**config.mk**
```make
export PLATFORM = sky130hd
export DESIGN_NAME = object_state_arbiter_flat
export DESIGN_NICKNAME = d
export VERILOG_FILES = /design/src/rtl/object_state_arbiter_pkg.sv /design/src/rtl/object_state_arbiter_if.sv /design/src/rtl/object_state_arbiter_rr_pick.sv /design/src/rtl/object_state_arbiter.sv /design/src/flat_wrapper.sv
export SDC_FILE = /design/constraint.sdc
export NUM_CORES = 1
export LEC_CHECK = 0
export ABC_AREA = 1
export CAP_MARGIN = 20
export CORE_AREA = 2 2 114 116
export CTS_BUF_LIST = sky130_fd_sc_hd__clkbuf_8
export CTS_CLUSTER_SIZE = 14
export DETAILED_ROUTE_END_ITERATION = 10
export DIE_AREA = 0 0 116 118
export GPL_TIMING_DRIVEN = 0
export PLACE_DENSITY = 0.88
export SYNTH_ARGS = -nofsm -noshare
export SYNTH_HDL_FRONTEND = slang
export SYNTH_SLANG_ARGS = --single-unit
```
**constraint.sdc**
```tcl
create_clock -name clk -period 4.3 [get_ports clk]
set_input_delay 0.86 -clock clk [delete_from_list [all_inputs] [get_ports clk]]
set_output_delay 0.86 -clock clk [all_outputs]
set_load 0.1 [all_outputs]
```
**src/rtl/object_state_arbiter_pkg.sv**
```systemverilog
// Shared types and constants for the object-table write arbiter.
// Field indices, the per-object state layout and the FSM encoding.
package obj_state_pkg;

    localparam int FIELD_W = 11;

    localparam int IMG_ID = 0;
    localparam int X      = 1;
    localparam int Y      = 2;
    localparam int W      = 3;
    localparam int H      = 4;

    typedef logic [0:4][0:FIELD_W-1] obj_state_t;

    typedef enum logic [1:0] {
        IDLE,
        PICK,
        ISSUE
    } arb_state_t;

endpackage

```
**src/rtl/object_state_arbiter_if.sv**
```systemverilog
// Valid/ready write channel into the object table.
// The arbiter drives it as master, the table answers as slave.
interface object_state_arbiter_if #(
    parameter int FIELD_W = 11
) ();

    logic                    wr_valid;
    logic                    wr_ready;
    logic [2:0]              wr_slot;
    logic [0:4][FIELD_W-1:0] wr_state;

    modport master (
        output wr_valid,
        output wr_slot,
        output wr_state,
        input  wr_ready
    );

    modport slave (
        input  wr_valid,
        input  wr_slot,
        input  wr_state,
        output wr_ready
    );

endinterface

```
**src/rtl/object_state_arbiter_rr_pick.sv**
```systemverilog
// Round-robin first-set search over the pending mask.
// Scans upward from ptr and wraps at NUM_REQ.
module rr_pick #(
    parameter int NUM_REQ = 4,
    parameter int IDX_W   = 2
) (
    input  logic [NUM_REQ-1:0] mask,
    input  logic [IDX_W-1:0]   ptr,
    output logic [IDX_W-1:0]   sel,
    output logic               any
);

    // Lowest set bit below ptr is the fallback; lowest at/above ptr wins.
    always_comb begin
        sel = '0;
        any = 1'b0;
        for (int j = NUM_REQ - 1; j >= 0; j--) begin
            if (mask[j] && (j < int'(ptr))) begin
                any = 1'b1;
                sel = IDX_W'(j);
            end
        end
        for (int j = NUM_REQ - 1; j >= 0; j--) begin
            if (mask[j] && (j >= int'(ptr))) begin
                any = 1'b1;
                sel = IDX_W'(j);
            end
        end
    end

endmodule

```
**src/rtl/object_state_arbiter.sv**
```systemverilog
// Serializes per-frame object states into the object table, round-robin.
// Optional OBJ_ARB_OVERRUN_CNT_EN adds a saturating 8-bit overrun_count.
module object_state_arbiter #(
    parameter int NUM_REQ = 4,
    parameter int FIELD_W = 11
) (
    input  logic                                 clk,
    input  logic                                 reset,
    input  logic                                 frame_start,
    input  logic [NUM_REQ-1:0]                   req_valid,
    input  logic [NUM_REQ-1:0][0:4][FIELD_W-1:0] req_state,
    output logic [NUM_REQ-1:0]                   req_ack,
    object_state_arbiter_if.master               wr,
    output logic                                 frame_done,
    output logic                                 overrun
`ifdef OBJ_ARB_OVERRUN_CNT_EN
    ,
    output logic [7:0]                           overrun_count
`endif
);

    import obj_state_pkg::*;

    localparam int IDX_W = (NUM_REQ > 1) ? $clog2(NUM_REQ) : 1;

    typedef logic [0:4][FIELD_W-1:0] state_t;

    arb_state_t           state_q, state_d;
    logic [NUM_REQ-1:0]   pend_q, pend_d;
    logic [IDX_W-1:0]     ptr_q, ptr_d;
    logic [IDX_W-1:0]     slot_q, slot_d;
    logic                 valid_q, valid_d;
    state_t               data_q, data_d;
    logic                 done_q, done_d;
    logic                 ovr_q, ovr_d;

    logic [IDX_W-1:0]     sel;
    logic                 any;
    logic [IDX_W-1:0]     ptr_inc;
    logic                 xfer;

    assign ptr_inc = (ptr_q == IDX_W'(NUM_REQ - 1)) ? '0
                                                    : ptr_q + IDX_W'(1);
    assign xfer    = valid_q & wr.wr_ready;

    rr_pick #(
        .NUM_REQ (NUM_REQ),
        .IDX_W   (IDX_W)
    ) u_rr_pick (
        .mask (pend_q),
        .ptr  (ptr_q),
        .sel  (sel),
        .any  (any)
    );

    // Next-state: snapshot on frame_start, pick one object, hold it until accepted.
    always_comb begin
        state_d = state_q;
        pend_d  = pend_q;
        ptr_d   = ptr_q;
        slot_d  = slot_q;
        valid_d = valid_q;
        data_d  = data_q;
        done_d  = 1'b0;
        ovr_d   = 1'b0;
        unique case (state_q)
            IDLE: begin
                if (frame_start) begin
                    pend_d = req_valid;
                    ptr_d  = ptr_inc;
                    if (req_valid == '0) begin
                        done_d = 1'b1;
                    end else begin
                        state_d = PICK;
                    end
                end
            end
            PICK: begin
                if (frame_start) begin
                    ovr_d   = 1'b1;
                    pend_d  = req_valid;
                    ptr_d   = ptr_inc;
                    state_d = (req_valid != '0) ? PICK : IDLE;
                end else if (any) begin
                    slot_d         = sel;
                    data_d[IMG_ID] = req_state[sel][IMG_ID];
                    data_d[X]      = req_state[sel][X];
                    data_d[Y]      = req_state[sel][Y];
                    data_d[W]      = req_state[sel][W];
                    data_d[H]      = req_state[sel][H];
                    pend_d[sel]    = 1'b0;
                    valid_d        = 1'b1;
                    state_d        = ISSUE;
                end else begin
                    done_d  = 1'b1;
                    state_d = IDLE;
                end
            end
            ISSUE: begin
                if (frame_start) begin
                    ovr_d   = 1'b1;
                    valid_d = 1'b0;
                    pend_d  = req_valid;
                    ptr_d   = ptr_inc;
                    state_d = (req_valid != '0) ? PICK : IDLE;
                end else if (xfer) begin
                    valid_d = 1'b0;
                    if (pend_q != '0) begin
                        state_d = PICK;
                    end else begin
                        done_d  = 1'b1;
                        state_d = IDLE;
                    end
                end
            end
            default: begin
                state_d = IDLE;
            end
        endcase
    end

    // State and registered outputs, synchronous reset.
    always_ff @(posedge clk) begin
        if (reset) begin
            state_q <= IDLE;
            pend_q  <= '0;
            ptr_q   <= '0;
            slot_q  <= '0;
            valid_q <= 1'b0;
            data_q  <= '0;
            done_q  <= 1'b0;
            ovr_q   <= 1'b0;
        end else begin
            state_q <= state_d;
            pend_q  <= pend_d;
            ptr_q   <= ptr_d;
            slot_q  <= slot_d;
            valid_q <= valid_d;
            data_q  <= data_d;
            done_q  <= done_d;
            ovr_q   <= ovr_d;
        end
    end

    // Ack the requester whose state the table accepts this cycle.
    always_comb begin
        req_ack = '0;
        if (xfer) begin
            req_ack[slot_q] = 1'b1;
        end
    end

    assign wr.wr_valid = valid_q;
    assign wr.wr_slot  = 3'(slot_q);
    assign wr.wr_state = data_q;
    assign frame_done  = done_q;
    assign overrun     = ovr_q;

`ifdef OBJ_ARB_OVERRUN_CNT_EN
    logic [7:0] ocnt_q;

    // Saturating count of overrun pulses, cleared only by reset.
    always_ff @(posedge clk) begin
        if (reset) begin
            ocnt_q <= '0;
        end else if (ovr_d && (ocnt_q != 8'hFF)) begin
            ocnt_q <= ocnt_q + 8'd1;
        end
    end

    assign overrun_count = ocnt_q;
`endif

endmodule

```
**src/flat_wrapper.sv**
```systemverilog
// flat-port wrapper written by rule: the top's interface ports become plain ports
module object_state_arbiter_flat import obj_state_pkg::*;
#(
    parameter int NUM_REQ = 4,
    parameter int FIELD_W = 11
)
  (clk, reset, frame_start, req_valid, req_state, req_ack, frame_done, overrun, wr_wr_valid, wr_wr_slot, wr_wr_state, wr_wr_ready);
  object_state_arbiter_if #(.FIELD_W(FIELD_W)) wr_i ();
  input  logic clk;
  input  logic reset;
  input  logic frame_start;
  input  logic [NUM_REQ-1:0] req_valid;
  input  logic [NUM_REQ-1:0][0:4][FIELD_W-1:0] req_state;
  output logic [NUM_REQ-1:0] req_ack;
  output logic frame_done;
  output logic overrun;
  output wire logic [$bits(wr_i.wr_valid)-1:0] wr_wr_valid;
  output wire logic [$bits(wr_i.wr_slot)-1:0] wr_wr_slot;
  output wire logic [$bits(wr_i.wr_state)-1:0] wr_wr_state;
  input wire logic [$bits(wr_i.wr_ready)-1:0] wr_wr_ready;
  assign wr_wr_valid = wr_i.wr_valid;
  assign wr_wr_slot = wr_i.wr_slot;
  assign wr_wr_state = wr_i.wr_state;
  assign wr_i.wr_ready = wr_wr_ready;
  object_state_arbiter #(.NUM_REQ(NUM_REQ), .FIELD_W(FIELD_W)) u_core (.clk(clk), .reset(reset), .frame_start(frame_start), .req_valid(req_valid), .req_state(req_state), .req_ack(req_ack), .wr(wr_i), .frame_done(frame_done), .overrun(overrun));
endmodule
```
Word level (Yosys, flattened, before mapping)
Index checks and enable logic that the tools add are counted.
{"block": "totals", "regBits": 68, "inputBits": 228, "out_inout_bits": 65, "word_cells": 110}
{"block": "classes", "add_sub_neg": 1, "order_cmp": 10, "eq_ne": 10, "mux": 49, "n_bitwise": 5, "reduce_logical": 23}
{"cell": "55-bit binary-select mux with 2-bit select", "n": 1}
{"cell": "55-bit 2-to-1 mux", "n": 1}
{"cell": "2-bit 2-to-1 mux", "n": 14}
{"cell": "1-bit 2-to-1 mux", "n": 23}
{"cell": "4-bit 2-to-1 mux", "n": 4}
{"cell": "3-bit AND reduction", "n": 3}
{"cell": "1-bit logical AND", "n": 8}
{"cell": "4-bit case mux with 2 select lines", "n": 1}
{"cell": "4-bit nonzero test", "n": 2}
{"cell": "2-bit by 3-bit less-than comparator with 1-bit output, second input constant", "n": 2}
{"cell": "2-bit inequality test, second input constant", "n": 3}
{"cell": "3-bit by 2-bit inequality test with 1-bit output, second input constant", "n": 2}
{"cell": "2-bit case mux with 3 select lines", "n": 1}
{"cell": "2-bit OR reduction", "n": 3}
{"cell": "4-bit bitwise AND", "n": 1}
{"cell": "1-bit demux with 2-bit select", "n": 2}
{"cell": "2-bit equality test, second input constant", "n": 2}
{"cell": "1-bit by 2-bit greater-or-equal comparator with 1-bit output, first input constant", "n": 2}
{"cell": "2-bit by 1-bit greater-or-equal comparator with 1-bit output, second input constant", "n": 2}
{"cell": "4-bit logical NOT", "n": 1}
{"cell": "1-bit by 2-bit less-than comparator with 1-bit output, first input constant", "n": 2}
{"cell": "2-bit by 1-bit inequality test with 1-bit output, second input constant", "n": 2}
{"cell": "4-bit NOT", "n": 1}
{"cell": "4-bit AND reduction", "n": 1}
{"cell": "12 further kinds", "n": 14}

Depth between registers and ports, before layout
Gate-level depths: netlist of the first run.
{"block": "logic_depth", "word_depth": 18, "mapped_depth": 15}

Modules after synthesis
Synthesis of the first run repeated with hierarchy kept, for this count alone.
{"block": "hier_totals", "cells_unflattened": 530, "hier_area_um2": 3831.2}
{"module": "object_state_arbiter", "n_inst": 1, "cells_per_inst": 506, "area_each_um2": 3736.1, "seq_area_each_um2": 1361.3}
{"module": "rr_pick", "n_inst": 1, "cells_per_inst": 24, "area_each_um2": 95.1, "seq_area_each_um2": 0.0}

Worst setup path after synthesis of the first run
No wires, ideal clock.
{"block": "synth_path", "kind": "register -> output", "from": "register u_core.valid_q, in the netlist u_core.wr.wr_valid", "to": "output req_ack[0]", "t_arrival_ps": 3319, "path_slack_ps": 121, "stages_incl_launch_ff": 3, "cell_sequence": "dfxtp_1 -> nand2_1 -> nor3_1"}
{"block": "synth_via", "elab_chain_len": 2}
{"element": "start, declared", "line": "object_state_arbiter.sv:32", "source": "logic valid_q, valid_d;"}
{"element": "start signal, assigned", "line": "object_state_arbiter.sv:138", "source": "valid_q <= valid_d;"}
{"element": "1-bit bitwise AND", "line": "object_state_arbiter.sv:44", "source": "assign xfer = valid_q & wr.wr_ready;"}
{"element": "4-bit 2-to-1 mux", "line": "object_state_arbiter.sv:148", "source": "if (xfer) begin"}
{"element": "end, declared", "line": "flat_wrapper.sv:14", "source": "output logic [NUM_REQ-1:0] req_ack;"}
Every way passes these cells.

Worst setup path in the final report of the first run
{"block": "layout_path", "from": "input wr_wr_ready", "to": "output req_ack[1]"}
{"block": "layout_via", "elab_chain_len": 2}
{"element": "start, declared", "line": "flat_wrapper.sv:20", "source": "input wire logic [$bits(wr_i.wr_ready)-1:0] wr_wr_ready;"}
{"element": "1-bit bitwise AND", "line": "object_state_arbiter.sv:44"}
{"element": "4-bit 2-to-1 mux", "line": "object_state_arbiter.sv:148"}
Every way passes these cells.

==> results.toml, run 1 <==
[worst_setup_path]
crit_fanout = 6
required_ps = 3440
end_kind = "output port"
crit_chain = "clkdlybuf4s50_1 > nand2_1 > nor3_1 > clkdlybuf4s50_1"
slowest_stage = "clkdlybuf4s50_1"
cp-start-kind = "input port"
arrival_ps = 2790
r2r_cells = 14
r2r-start = "u_core.ptr_q[1]"
regToRegEndpoint = "u_core.wr.wr_state[50]"
worstSetupPathType = "input port to output port"
cpPeakStageDelay_ps = 1170
crit_path_frequent_cell = "clkdlybuf4s50_1"
rrSetupSlack_ps = 2180

[logic_synthesis]
async_flop_share_pct = 0
syn_nets = 991
yosysTopAreaCellShare_pct = 28.9
synth.largest_area_cell = "dfxtp_1"
syn_area_um2 = 4710
synth_warnings = 0
synthMostInstantiatedCell = "nand3_1"
synth_ff_type = "dfxtp_1"
ys_ff_latch = 68
ys_seq_area_share_pct = 28.9
syn_inst = 754
yosys-top-cells-area = "dfxtp_1 29%, nand3_1 24%, nor2_1 9.9%, o21ai_0 7.0%, inv_1 5.8%"
syn_area_per_cell_um2 = 6.25
synth_commonest_cells = "229 x nand3_1, 124 x nor2_1, 73 x inv_1"
synth.distinct_cells = 28
synth_edf_count = 0

[floorplanning]
die_width_um = 116
die_y_um = 118
core_area_um2 = 12400
dieArea_um2 = 13700
placementRows = 41
start_util_pct = 38.0
ios = 293

[worst_hold_path]
min_from = "u_core.wr.wr_valid"
hold_end = "u_core.wr.wr_valid"
hp-class = "flip-flop to flip-flop"
min_path_cells = 2

[timing]
setup_viol = 0
slew_viol_final = 0
tightest_slew_ps = 1060
rsz0062_at_grt = "false"
finClkSkew_ps = 11.4
fin_crit_sh_pct = 84.9
period_minus_slack_ps = 3650
fmax_ghz = 0.274
finalSetupTns_ps = 0
hold_violations = 0
max_slew_margin_pct = 29.2

[final_layout]
synthToLayoutAreaGrowth_pct = 72.4
antenna_cells = 0
drive_gt1_share_pct = 7.26
stdcell_area_um2 = 8130
nNetsFinal = 1292
fin_cells = 1232

[power]
ir_drop_v = 0.000151
comb_power_share_pct = 48.1
p_sw_w = 0.00120
p_leak_nw = 3.32
switching_share_pct = 41.3
cellPowerDensity_nw_per_um2 = 359
clkPwrFrac_pct = 27.2
p_int_w = 0.00171
sequentialPowerShare_pct = 24.8

[global_routing]
grt_pass1_wl_um = 30400
grt_max_degree = 13
grt_pass1_vias = 6201
gr-total-overflow = 0
grt_usage_pct = 28.1
antenna_found_initial = 0

[detailed_routing]
drc = 0
routedWlPerCell_um = 16.2
antenna_left = 0
drtPass1Iterations = 5
drt-initial-drc-count = 403
drt-total-wl_um = 19900
vias = 6293
via_per_inst = 5.11

[clock_network]
htreeDepth = 3
cts_tree = "built"
cts_made_buffers = 9
cts.sinks = 68
post_cts_resize_count = 0
clk_pin_slew_ps = 80
post-cts-setup-buffer-count = 0
cts_root_buf = "clkbuf_8"
clock_latency_ps = 360
clk_path_buf_depth = 2
hold_buffers = 0

[run]
drv_cap = 0

[placement]
placed_area_um2 = 7830
io_buffers = 290
dp_cells = 1216
dp_hpwl_um = 15500
gp_congestion = 0.884

[outcome]
status = "completed"
==> cell families (layout without fill, tap and decap cells) <==
family                     Yosys count  in the layout  share of synthesized area, %
other                                1              1                        0.0796
adders and majority gates            9              9                          2.39
AOI/OAI and AO/OA                  132            132                          14.4
buffers and inverters              140            446                          15.0
and+or+nand+nor                    404            404                          39.3
DFF                                 68             68                          28.9
==> critical path: cells and delay by family <==
family	cells	cell delay, ps
simple gates	2	310
buf+inv	2	1620
==> area by class of cell <==
type / count / area (µm²)
Buffer: 62 / 412
Clock buffer: 10 / 138
Clock inverter: 6 / 159
Fill cell: 1151 / 4290
Inverter: 78 / 294
Multi-Input combinational cell: 546 / 2650
Sequential cell: 68 / 1360
Tap cell: 172 / 215
Timing Repair Buffer: 290 / 2900
==> power groups by stage <==
stage / registers (W) / clock network (W) / logic [W]
6_report: 0.000723 / 0.000792 / 0.00140
3_5_place_dp: 0.000736 / 0 / 0.00139
2_1_floorplan: 0.00107 / 0 / 0.000561
4_1_cts: 0.000722 / 0.000802 / 0.00140
3_3_place_gp: 0.000734 / 0 / 0.00138
5_1_grt: 0.000729 / 0.000826 / 0.00150
==> layout by cell type (no fill, tap or decap), types with 12 or more instances in the layout <==
cell type and instances:
clkbuf_1 15, nand3_1 229, buf_2 13, clkdlybuf4s50_1 290
buf_4 22, nor2_1 124, o21ai_1 50, a21oi_1 12
o21ai_0 66, dfxtp_1 68, inv_1 73, nand2_1 36
==> per-stage QoR <==
stage	setup WS [ps]	total power (W)	utilization, %	hold WS [ps]
6_report	648	0.00292	65.5	508
5_1_grt	577	0.00306	65.5	528
4_1_cts	652	0.00292	65.5	503
3_5_place_dp	654	0.00213	63.1	490
3_3_place_gp	662	0.00211	63.1	472
2_1_floorplan	121	0.00164	-	465
==> sequential cells by signal (all words and copies together), names as in the netlist <==
register            flops
u_core.slot_q           2
u_core.overrun          1
u_core.wr.wr_state     55
u_core.wr.wr_valid      1
u_core.ptr_q            2
u_core.frame_done       1
u_core.pend_q           4
u_core.state_q          2
==> worst max-delay path by stage <==
stage / from / end
2_1_floorplan: u_core.wr.wr_valid / req_ack[0]
3_3_place_gp: wr_wr_ready / req_ack[0]
3_5_place_dp: wr_wr_ready / req_ack[1]
4_1_cts: wr_wr_ready / req_ack[1]
5_1_grt: wr_wr_ready / req_ack[1]
6_report: wr_wr_ready / req_ack[1]
==> routing by layer <==
layer | global-route usage, % | share of wire [%] | wire (µm) | up-vias
met2 | 48.9 | 48 | 9470 | 314
met1 | 31.6 | 38 | 7630 | 2813
met4 | 12.6 | 3.8 | 758 | 0
met5 | 0 | 0 | 0 | -
met3 | 7.88 | 10 | 2040 | 53
li1 | - | - | - | 3113
Note: power is estimated with default switching activity, not from simulation.
==> run 2, diff against run 1 <==
- CORE_AREA: 2 2 114 116 -> unset
- CORE_UTILIZATION: unset -> 38
- DIE_AREA: 0 0 116 118 -> unset
- clock period: 4.3 -> 3.45 ns (I/O delays scaled with it)
==> run 2 against run 1 <==
Effect of this change: via count shrank 0.35%; die area fell by 6.1%; cell count decreased by 0.32%; sequential share of layout area is 0.21 points higher; combinational power grew 24%; first-iteration DRC count is 0.99% higher; non-clock buffer count unchanged; wire length shrank 6.1%; register-to-register slack worse by 850 ps; worst setup slack got worse by 500 ps.
==> results.toml, run 2 (synthesis gave the netlist of run 1 again) <==
[timing]
timing.hold.ws_ps = 497
fmax_ghz = 0.303
tightest_slew_ps = 1060
setup_viol = 0
hold_violations = 0
fin_crit_sh_pct = 95.8
rsz0062_at_grt = "false"
finClkSkew_ps = 9.85
slew_viol_final = 0
max_slew_margin_pct = 29.3
period_minus_slack_ps = 3310

[final_layout]
antenna_cells = 0
final_util_pct = 66.6
synthToLayoutAreaGrowth_pct = 70.3
nNetsFinal = 1292
nFillCells = 1093
layout_commonest_cell = "clkdlybuf4s50_1"
fin_cells = 1228
final_cell_mix = "290 x clkdlybuf4s50_1, 229 x nand3_1, 124 x nor2_1"
largest_reg_flops = 55
drive_gt1_share_pct = 7.17

[worst_setup_path]
crit_chain = "clkdlybuf4s50_1 > nand2_1 > nor3_1 > clkdlybuf4s50_1"
crit_fanout = 6
cp-start-kind = "input port"
crit_path_frequent_cell = "clkdlybuf4s50_1"
end_kind = "output port"
cpPeakStageDelay_ps = 1160
required_ps = 2760
worstSetupPathType = "input port to output port"
arrival_ps = 2620
rrSetupSlack_ps = 1330
slowest_stage = "clkdlybuf4s50_1"

[clock_network]
post_cts_resize_count = 0
hold_buffers = 0
clock_latency_ps = 340
clk_pin_slew_ps = 80
cts_tree = "built"
cts_root_buf = "clkbuf_8"
clk_path_buf_depth = 2
cts_made_buffers = 9
htreeDepth = 3
cts.sinks = 68
post-cts-setup-buffer-count = 0

[worst_hold_path]
hp-class = "flip-flop to flip-flop"

[detailed_routing]
via_per_inst = 5.11
drt-total-wl_um = 18700
drc = 0
vias = 6271
routedWlPerCell_um = 15.2
antenna_left = 0
drt-initial-drc-count = 407
drtPass1Iterations = 5

[placement]
io_buffers = 290
dp_cells = 1212
gp_congestion = 0.942
dp_hpwl_um = 14800

[run]
drv_cap = 0

[outcome]
status = "completed"

[floorplanning]
ios = 293
dieArea_um2 = 12900
die_y_um = 113
die_width_um = 113
core_area_um2 = 12100
placementRows = 40
start_util_pct = 39.1

[global_routing]
grt_pass1_vias = 5921
grt_max_degree = 12
gr-total-overflow = 0
grt_pass1_wl_um = 28900
antenna_found_initial = 0
grt_usage_pct = 28.6

[power]
p_leak_nw = 3.28
ir_drop_v = 0.000238
cellPowerDensity_nw_per_um2 = 412
finalPower_w = 0.00331
## run 2: per-stage QoR
step                setup TNS (ps)  worst slack [ps]  area [µm²]
global placement                 0               177        7830
global route                     0              13.4        8030
detailed placement               0               150        7830
finish                           0               145        8030
floorplan                    -2240              -559        4710
CTS                              0               147        8030
## run 2: routing by layer
metal / share of wire (%) / track usage [%] / up-vias
met5: 0 / 0 / -
met4: 3.7 / 14.1 / 0
met3: 7.7 / 4.99 / 45
met2: 48 / 50.0 / 295
met1: 40 / 33.8 / 2820
li1: - / - / 3111
## run 2: power by group
part	switching [W]	internal (W)
logic	0.00110	0.000633
clock network	0.000305	0.000369
registers	0.0000477	0.000855
total	0.00145	0.00186
## run 2: final cells by class
type / count / area (µm²) / area share, %
timing repair buffer: 290 / 2900 / 36.2
multi-input combinational: 546 / 2650 / 33.0
sequential: 68 / 1360 / 17.0
buffer: 62 / 412 / 5.13
inverter: 78 / 294 / 3.66
tap: 168 / 210 / 2.62
clock buffer: 11 / 151 / 1.89
clock inverter: 5 / 51.3 / 0.639
## run 2: worst paths after layout
check                     start                      to  depth (start not counted)
min reg2reg  u_core.wr.wr_valid      u_core.wr.wr_valid                          2
max reg2reg     u_core.ptr_q[0]  u_core.wr.wr_state[49]                         14
min          u_core.wr.wr_valid      u_core.wr.wr_valid                          2
max                 wr_wr_ready              req_ack[3]                          4
## run 2: worst max-delay path: cells and delay by family
family	cells	cell delay, ps
buffers and inverters	2	1610
and+or+nand+nor	2	310
